`src/rtl/instr_encoder.sv`:
```
// Packs R/I/Memory/Branch field bundles into 9-bit instruction words, buffers
// them in a small FIFO and streams them into IMEM with an auto-incrementing address.
module instr_encoder #(
  parameter int ADDR_W     = 8,
  parameter int FIFO_DEPTH = 4
) (
  input  logic              clk,
  input  logic              reset,
  input  logic              in_valid,
  output logic              in_ready,
  input  logic [1:0]        instr_type,
  input  logic [2:0]        alu_func,
  input  logic [1:0]        src_reg1,
  input  logic [1:0]        src_reg2,
  input  logic [1:0]        dest_reg,
  input  logic [4:0]        immediate,
  input  logic              mem_load,
  input  logic [1:0]        mem_data_reg,
  input  logic [1:0]        mem_addr_reg,
  input  logic              done_flag,
  input  logic [1:0]        branch_reg,
  input  logic              im_stall,
  output logic              im_wr_en,
  output logic [ADDR_W-1:0] im_addr,
  output logic [8:0]        im_wr_data,
  output logic              prog_done,
  output logic              err_flag,
  output logic [7:0]        err_count
);

  localparam int PW = $clog2(FIFO_DEPTH);
  localparam int CW = PW + 1;

  localparam logic [1:0] TYPE_R   = 2'b00;
  localparam logic [1:0] TYPE_I   = 2'b01;
  localparam logic [1:0] TYPE_MEM = 2'b10;
  localparam logic [1:0] TYPE_BR  = 2'b11;

  logic [8:0]      enc_word;
  logic            illegal;
  logic            accept;
  logic            push;
  logic            pop;
  logic            fifo_full;
  logic            fifo_empty;
  logic            halt;
  logic [ADDR_W:0] accepted_legal;

  logic [8:0]      fifo_mem [FIFO_DEPTH];
  logic [PW-1:0]   fifo_rd_ptr;
  logic [PW-1:0]   fifo_wr_ptr;
  logic [CW-1:0]   fifo_cnt;
  logic [ADDR_W-1:0] wr_ptr;

  always_comb begin
    enc_word = '0;
    case (instr_type)
      TYPE_R:   enc_word = {TYPE_R, alu_func, src_reg1[0], src_reg2[0], dest_reg};
      TYPE_I:   enc_word = {TYPE_I, dest_reg, immediate};
      TYPE_MEM: enc_word = {TYPE_MEM, mem_load, mem_data_reg, mem_addr_reg, 2'b00};
      TYPE_BR:  enc_word = {TYPE_BR, done_flag, src_reg1, src_reg2, branch_reg};
      default:  enc_word = '0;
    endcase
  end

  // R-type only carries the low bit of each source register in the word
  assign illegal    = (instr_type == TYPE_R) && (src_reg1[1] || src_reg2[1]);

  assign fifo_full  = (fifo_cnt == CW'(FIFO_DEPTH));
  assign fifo_empty = (fifo_cnt == '0);
  assign in_ready   = !reset && !fifo_full && !halt && !accepted_legal[ADDR_W];
  assign accept     = in_valid && in_ready;
  assign push       = accept && !illegal;
  assign pop        = !fifo_empty && !im_stall;

  always_ff @(posedge clk) begin
    if (push) fifo_mem[fifo_wr_ptr] <= enc_word;
  end

  always_ff @(posedge clk) begin
    if (reset) begin
      fifo_rd_ptr    <= '0;
      fifo_wr_ptr    <= '0;
      fifo_cnt       <= '0;
      accepted_legal <= '0;
      halt           <= 1'b0;
    end else begin
      if (push) begin
        fifo_wr_ptr    <= fifo_wr_ptr + PW'(1);
        accepted_legal <= accepted_legal + (ADDR_W+1)'(1);
        if (instr_type == TYPE_BR && done_flag) halt <= 1'b1;
      end
      if (pop) fifo_rd_ptr <= fifo_rd_ptr + PW'(1);
      case ({push, pop})
        2'b10:   fifo_cnt <= fifo_cnt + CW'(1);
        2'b01:   fifo_cnt <= fifo_cnt - CW'(1);
        default: fifo_cnt <= fifo_cnt;
      endcase
    end
  end

  always_ff @(posedge clk) begin
    if (reset) begin
      im_wr_en   <= 1'b0;
      im_addr    <= '0;
      im_wr_data <= '0;
      wr_ptr     <= '0;
    end else if (pop) begin
      im_wr_en   <= 1'b1;
      im_addr    <= wr_ptr;
      im_wr_data <= fifo_mem[fifo_rd_ptr];
      wr_ptr     <= wr_ptr + ADDR_W'(1);
    end else begin
      im_wr_en   <= 1'b0;
    end
  end

  // prog_done follows the actual IMEM write of the terminating branch
  always_ff @(posedge clk) begin
    if (reset) begin
      prog_done <= 1'b0;
      err_flag  <= 1'b0;
      err_count <= '0;
    end else begin
      if (im_wr_en && im_wr_data[8:6] == 3'b111) prog_done <= 1'b1;
      if (accept && illegal) begin
        err_flag <= 1'b1;
        if (err_count != 8'hFF) err_count <= err_count + 8'd1;
      end
    end
  end

endmodule

```
`config.mk`:
```
export PLATFORM = sky130hd
export DESIGN_NAME = instr_encoder
export DESIGN_NICKNAME = d
export VERILOG_FILES = /design/src/rtl/instr_encoder.sv
export SDC_FILE = /design/constraint.sdc
export NUM_CORES = 1
export LEC_CHECK = 0
export BUFFER_PORTS_ARGS = -buffer_cell sky130_fd_sc_hd__buf_2
export CAP_MARGIN = 20
export CELL_PAD_IN_SITES_DETAIL_PLACEMENT = 1
export CELL_PAD_IN_SITES_GLOBAL_PLACEMENT = 2
export CORE_ASPECT_RATIO = 1.4
export CORE_MARGIN = 8
export CORE_UTILIZATION = 33
export DETAILED_ROUTE_END_ITERATION = 8
export PLACE_DENSITY = 0.76
export SYNTH_ARGS = -nofsm -noshare
export SYNTH_HDL_FRONTEND = slang
export SYNTH_SLANG_ARGS = --single-unit
```
`constraint.sdc`:
```
create_clock -name clk -period 2.3 [get_ports clk]
set_input_delay 0 -clock clk [delete_from_list [all_inputs] [get_ports clk]]
set_output_delay 0 -clock clk [all_outputs]
set_load 0.01 [all_outputs]
```
[Word level (Yosys, flattened, before mapping)]
Memories as Yosys holds them, arrays and structs flattened. A register that Yosys moved wholly into a read port is not among the register bits.
Index checks and enable logic that the tools add are counted.
Word-level totals
  register bits after elaboration: 44
  bits in writable memories: 36
  input port bits: 28
  output and inout bits: 29
  memories: 1
Memories
  fifo_mem: words 4, width 9, rd ports 1, clocked after memory_dff 1, wr ports 1, RTL line 49  | logic [8:0] fifo_mem [FIFO_DEPTH];
Operators by class
  add/subtract/negate cells: 7
  equality and inequality tests: 8
  mux-type cells: 5
  reductions and logical operators: 23
Operator list (count)
  9-bit one-hot mux with 4 select lines: 1
  8-bit by 1-bit adder with 8-bit output (second input constant): 2
  1-bit logical AND: 10
  9-bit by 1-bit adder with 9-bit output (second input constant): 1
  8-bit inequality test (second input constant): 1
  1-bit logical NOT: 7
  2-bit equality test (second input constant): 3
  3-bit equality test (second input constant): 2
  3-bit one-hot mux with 2 select lines: 1
  2-bit by 1-bit adder with 2-bit output (second input constant): 2
  2-bit by 1-bit equality test with 1-bit output (second input constant): 2
  2-bit AND reduction: 2
  3-bit by 1-bit adder with 3-bit output (second input constant): 1
  3-bit logical NOT: 1
  1-bit 2-to-1 mux: 3
  3-bit by 1-bit subtractor with 3-bit output (second input constant): 1
  2-bit logical NOT: 1
  2-bit nonzero test: 1
  1-bit logical OR: 1

[Logic depth before layout (Yosys ltp)]
  word-level depth: 9
  mapped depth: 10

[Worst setup path after synthesis]
Ideal clock, no wire load.
  path type: reg2reg
  start: register fifo_cnt[0]
  end: register fifo_cnt[2]
  setup time: 0.070 ns
  data arrival time: 2.241 ns
  slack: -0.011 ns
  cell stages (with the launch flop): 10
  period minus slack after synthesis: 2.311 ns
  path through: dfxtp_1 -> nor3_2 -> or2_2 -> inv_1 -> clkbuf_1 -> ha_1 -> fa_1 -> xnor2_1 -> or3_1 -> a21oi_1
RTL lines
  start, declared: RTL line 52  | logic [CW-1:0] fifo_cnt;
  start signal, assigned: RTL line 95  | 2'b10: fifo_cnt <= fifo_cnt + CW'(1);
  start signal, assigned: RTL line 96  | 2'b01: fifo_cnt <= fifo_cnt - CW'(1);
  start signal, assigned: RTL line 97  | default: fifo_cnt <= fifo_cnt;
  3-bit logical NOT (*): RTL line 70  | assign fifo_empty = (fifo_cnt == '0);
  1-bit logical NOT (*): RTL line 74  | assign pop = !fifo_empty && !im_stall;
  1-bit logical AND (*): RTL line 74
  named net pop: RTL line 43  | logic pop;
  2-bit by 1-bit equality test with 1-bit output / 2-bit equality test (equally long branches): RTL line 94  | case ({push, pop})
  3-bit one-hot mux with 2 select lines / 2-bit nonzero test (equally long branches)
The timed path passes the listed nets; every way through them passes the cells marked *.
A chain may end at the register's enable or synchronous reset.

[Worst setup path in the final report]
  start: register halt
  end: register fifo_cnt[2]
On the way
  word-level cells in the longest chain between the ends: 7
Ends and longest elaborated chain
  start, declared: RTL line 46  | logic halt;
  start signal, assigned: RTL line 86  | halt <= 1'b0;
  start signal, assigned: RTL line 91  | if (instr_type == TYPE_BR && done_flag) halt <= 1'b1;
  1-bit logical NOT (*): RTL line 71  | assign in_ready = !reset && !fifo_full && !halt && !accepted_legal[ADDR_W];
  1-bit logical AND (*) (2 in series): RTL line 71
  1-bit logical AND (*): RTL line 72  | assign accept = in_valid && in_ready;
  1-bit logical AND (*): RTL line 73  | assign push = accept && !illegal;
  2-bit by 1-bit equality test with 1-bit output / 2-bit equality test (equally long branches): RTL line 94
  3-bit one-hot mux with 2 select lines / 2-bit nonzero test (equally long branches)
Mark *: on every way between the ends. The rest lies on a longest branch, timed or not.

==> impl_metrics.yaml <==
outcome:
  status: "completed"
global_route:
  antenna_found_initial: 1
  first_global_vias: 2960
  grt_start_max_net_pins: 53
  grt_first_pass_wirelength_um: 15000
  globalRouteTotalUtil_pct: 12.5
  grt_overflow: 0
setup_path:
  startpoint_type: "flop"
  crit_fanout: 3
  crit_type: "reg2reg"
  worstPathRequired_ns: 2.57
  cp.arrival_ns: 2.44
  worstSetupEndpointType: "flop"
timing:
  finClkSkew_ns: 0.00639
  worstMarginPinSlew_ns: 0.581
  layout_min_cycle_time_ns: 2.18
  rsz0062_at_grt: "no"
  fin_setup_tns_ns: 0
  maxSlewHeadroom_pct: 60.9
  layout_setup_ws_ns: 0.124
  drv_slew: 0
  max_freq_mhz: 460
  hold_viol_final: 0
  setup_violations: 0
  period_share_pct: 94.6
pwr:
  comb_power_share_pct: 19.5
  finalPower_mw: 4.27
  switching_share_pct: 27.1
  ir_drop_uv: 378
  p_int_mw: 3.12
  p_leak_nw: 1.70
  p_clk_share_pct: 37.2
  seqPwrFrac_pct: 43.4
  pwr_density_cell_nw_per_um2: 924
  p_switching_mw: 1.16
yosys:
  syn_area_per_cell_um2: 11.3
  synthArstFlopShare_pct: 0
  yosysWarnings: 0
  seq_area_frac_synth_pct: 56.0
  synth_edf_count: 36
  synth_cells: 339
  synth_flop_cell: "dfxtp_1"
  netlist_area_um2: 3820
  synth-seq-cells: 89
  synth.distinct_cells: 47
  synth_fp_nets: 376
placed_design:
  placed_cell_area_um2: 4270
  dpl.hpwl_um: 6540
  dpl_worst_slack_ns: 0.0418
  globalplace.congestion: 0.805
  numPortBuffers: 56
floorplan:
  die-height_um: 143
  core_um2: 11300
  die_x_um: 107
  initial_core_util_pct: 33.7
  io_pins: 57
  rows: 46
  dieArea_um2: 15300
finish:
  syn2layout_area_growth_pct: 21.0
  fin_util_pct: 40.8
  layout.nets: 435
  layout-drive-gt1-share_pct: 25.3
  fin_area_um2: 4630
  layout_commonest_cell: "buf_2"
  final_cell_mix: "buf_2 (56), nand2_1 (53), dfxtp_1 (53), edfxtp_1 (36), a21oi_1 (28)"
clock_tree:
  cts_tree: "yes"
  cts_max_level: 3
  cts_max_path_buffers: 2
  clock_sinks: 89
  cts_buffers: 9
  root_buffer: "clkbuf_16"
  clock_latency_ns: 0.33
  cts.clk_slew.worst_paths_ns: 0.06
routing:
  drt_iter0_markers: 90
  postRouteAntennaNets: 0
  firstDrtPassIters: 4
  wirelength_um: 8990
  drc: 0
  vias: 2742
  wl_per_cell_um: 16.4
  vias_per_cell: 5.00
flow_run:
  drv_cap: 0
hold_path:
  min_path_type: "in2reg"
## registers in the layout, summed over array words and instances (netlist names), 2 cells and up
register,cells
fifo_rd_ptr,2
fifo_wr_ptr,2
im_wr_data,9
im_addr,8
err_count,8
accepted_legal,9
fifo_cnt,3
fifo_mem,36
wr_ptr,8
## cell families (layout without fill, tap and decap cells)
| logic type | count (synthesis) | in the layout | share of synthesized area (%) |
|---|---|---|---|
| AOI/OAI and AO/OA | 52 | 52 | 7.95 |
| xor gates and xnor gates | 11 | 11 | 2.52 |
| adders and majority gates | 9 | 9 | 3.14 |
| buffers and inverters | 26 | 90 | 2.98 |
| DFF | 89 | 89 | 56.0 |
| muxes | 23 | 23 | 10.5 |
| other | 0 | 1 | 0 |
| and+or+nand+nor | 129 | 129 | 16.9 |
## per-layer routing
| layer | share of wire, % | track usage (%) | vias to the layer above |
|---|---|---|---|
| li1 | - | - | 1345 |
| met1 | 41 | 13.6 | 1341 |
| met2 | 53 | 22.1 | 43 |
| met3 | 4.2 | 3.36 | 13 |
| met4 | 2.2 | 5.58 | 0 |
| met5 | 0 | 0 | - |
## metrics by stage
| stage | std cells | hold slack (ns) |
|---|---|---|
| after floorplan | 339 | 0.197 |
| after global routing | 548 | 0.118 |
| after global placement | 529 | 0.318 |
| after CTS | 546 | 0.0986 |
| final | 548 | 0.104 |
| after detailed placement | 529 | 0.334 |
## worst max-delay path, stage by stage, from the launching register on
cell     delay [ns]
dfxtp_1        0.35
nor4b_4        0.30
o211a_1        0.23
inv_2          0.05
ha_2           0.20
fa_2           0.34
xnor2_1        0.15
or3_1          0.35
a21oi_2        0.14
## layout make-up
class / instances / area (um2)
Tap cell: 144 / 180
Inverter: 7 / 26.3
Clock buffer: 10 / 239
Sequential cell: 89 / 2140
Multi-Input combinational cell: 224 / 1580
Timing Repair Buffer: 67 / 365
Antenna cell: 1 / 2.50
Fill cell: 1247 / 6710
Clock inverter: 6 / 88.8
## synthesized netlist by cell type (all sizes together) (3+ instances only)
cell	count	area, um2
and2	6	37.5
or4	5	37.5
inv	7	26.3
nand3	9	45.0
mux2	3	33.8
ha	8	100
xnor2	10	87.6
nor4	3	18.8
nor3	4	25.0
buf	12	61.3
nor2b	6	37.5
nor2	22	82.6
nand2	53	199
dfxtp	53	1060
nand4	4	25.0
o21ai	8	40.0
a21oi	29	145
clkbuf	7	26.3
mux4	13	297
mux2i	7	70.1
edfxtp	36	1080
nor4b	4	50.1
or3	4	25.0
or2	4	25.0
o31ai	4	30.0
## final timing paths
check	from	endpoint	slack, ns	depth (start not counted)
setup reg to reg	halt$_SDFFE_PP0P_	fifo_cnt[2]$_SDFFE_PP0P_	0.12	8
setup / recovery	halt$_SDFFE_PP0P_	fifo_cnt[2]$_SDFFE_PP0P_	0.12	8
hold reg to reg	im_addr[1]$_SDFFE_PP0P_	im_addr[1]$_SDFFE_PP0P_	0.45	2
hold / removal	branch_reg[0]	fifo_mem[2][0]$_DFFE_PP_	0.10	3
## power by group through the flow
stage | clock [mW] | combinational, mW | sequential, mW
finish | 1.59 | 0.833 | 1.85
CTS | 1.64 | 0.840 | 1.85
global route | 1.70 | 0.942 | 1.87
floorplan | 0 | 0.545 | 1.89
global placement | 0 | 0.805 | 1.88
detailed placement | 0 | 0.834 | 1.89
## repair_timing
action,CTS,global route
hold buffers,1,0
endpoints found under the hold margin,1,0
setup buffers,0,1
setup endpoints to repair,0,1
resized for setup,0,3
(Power assumes the default switching activity.)
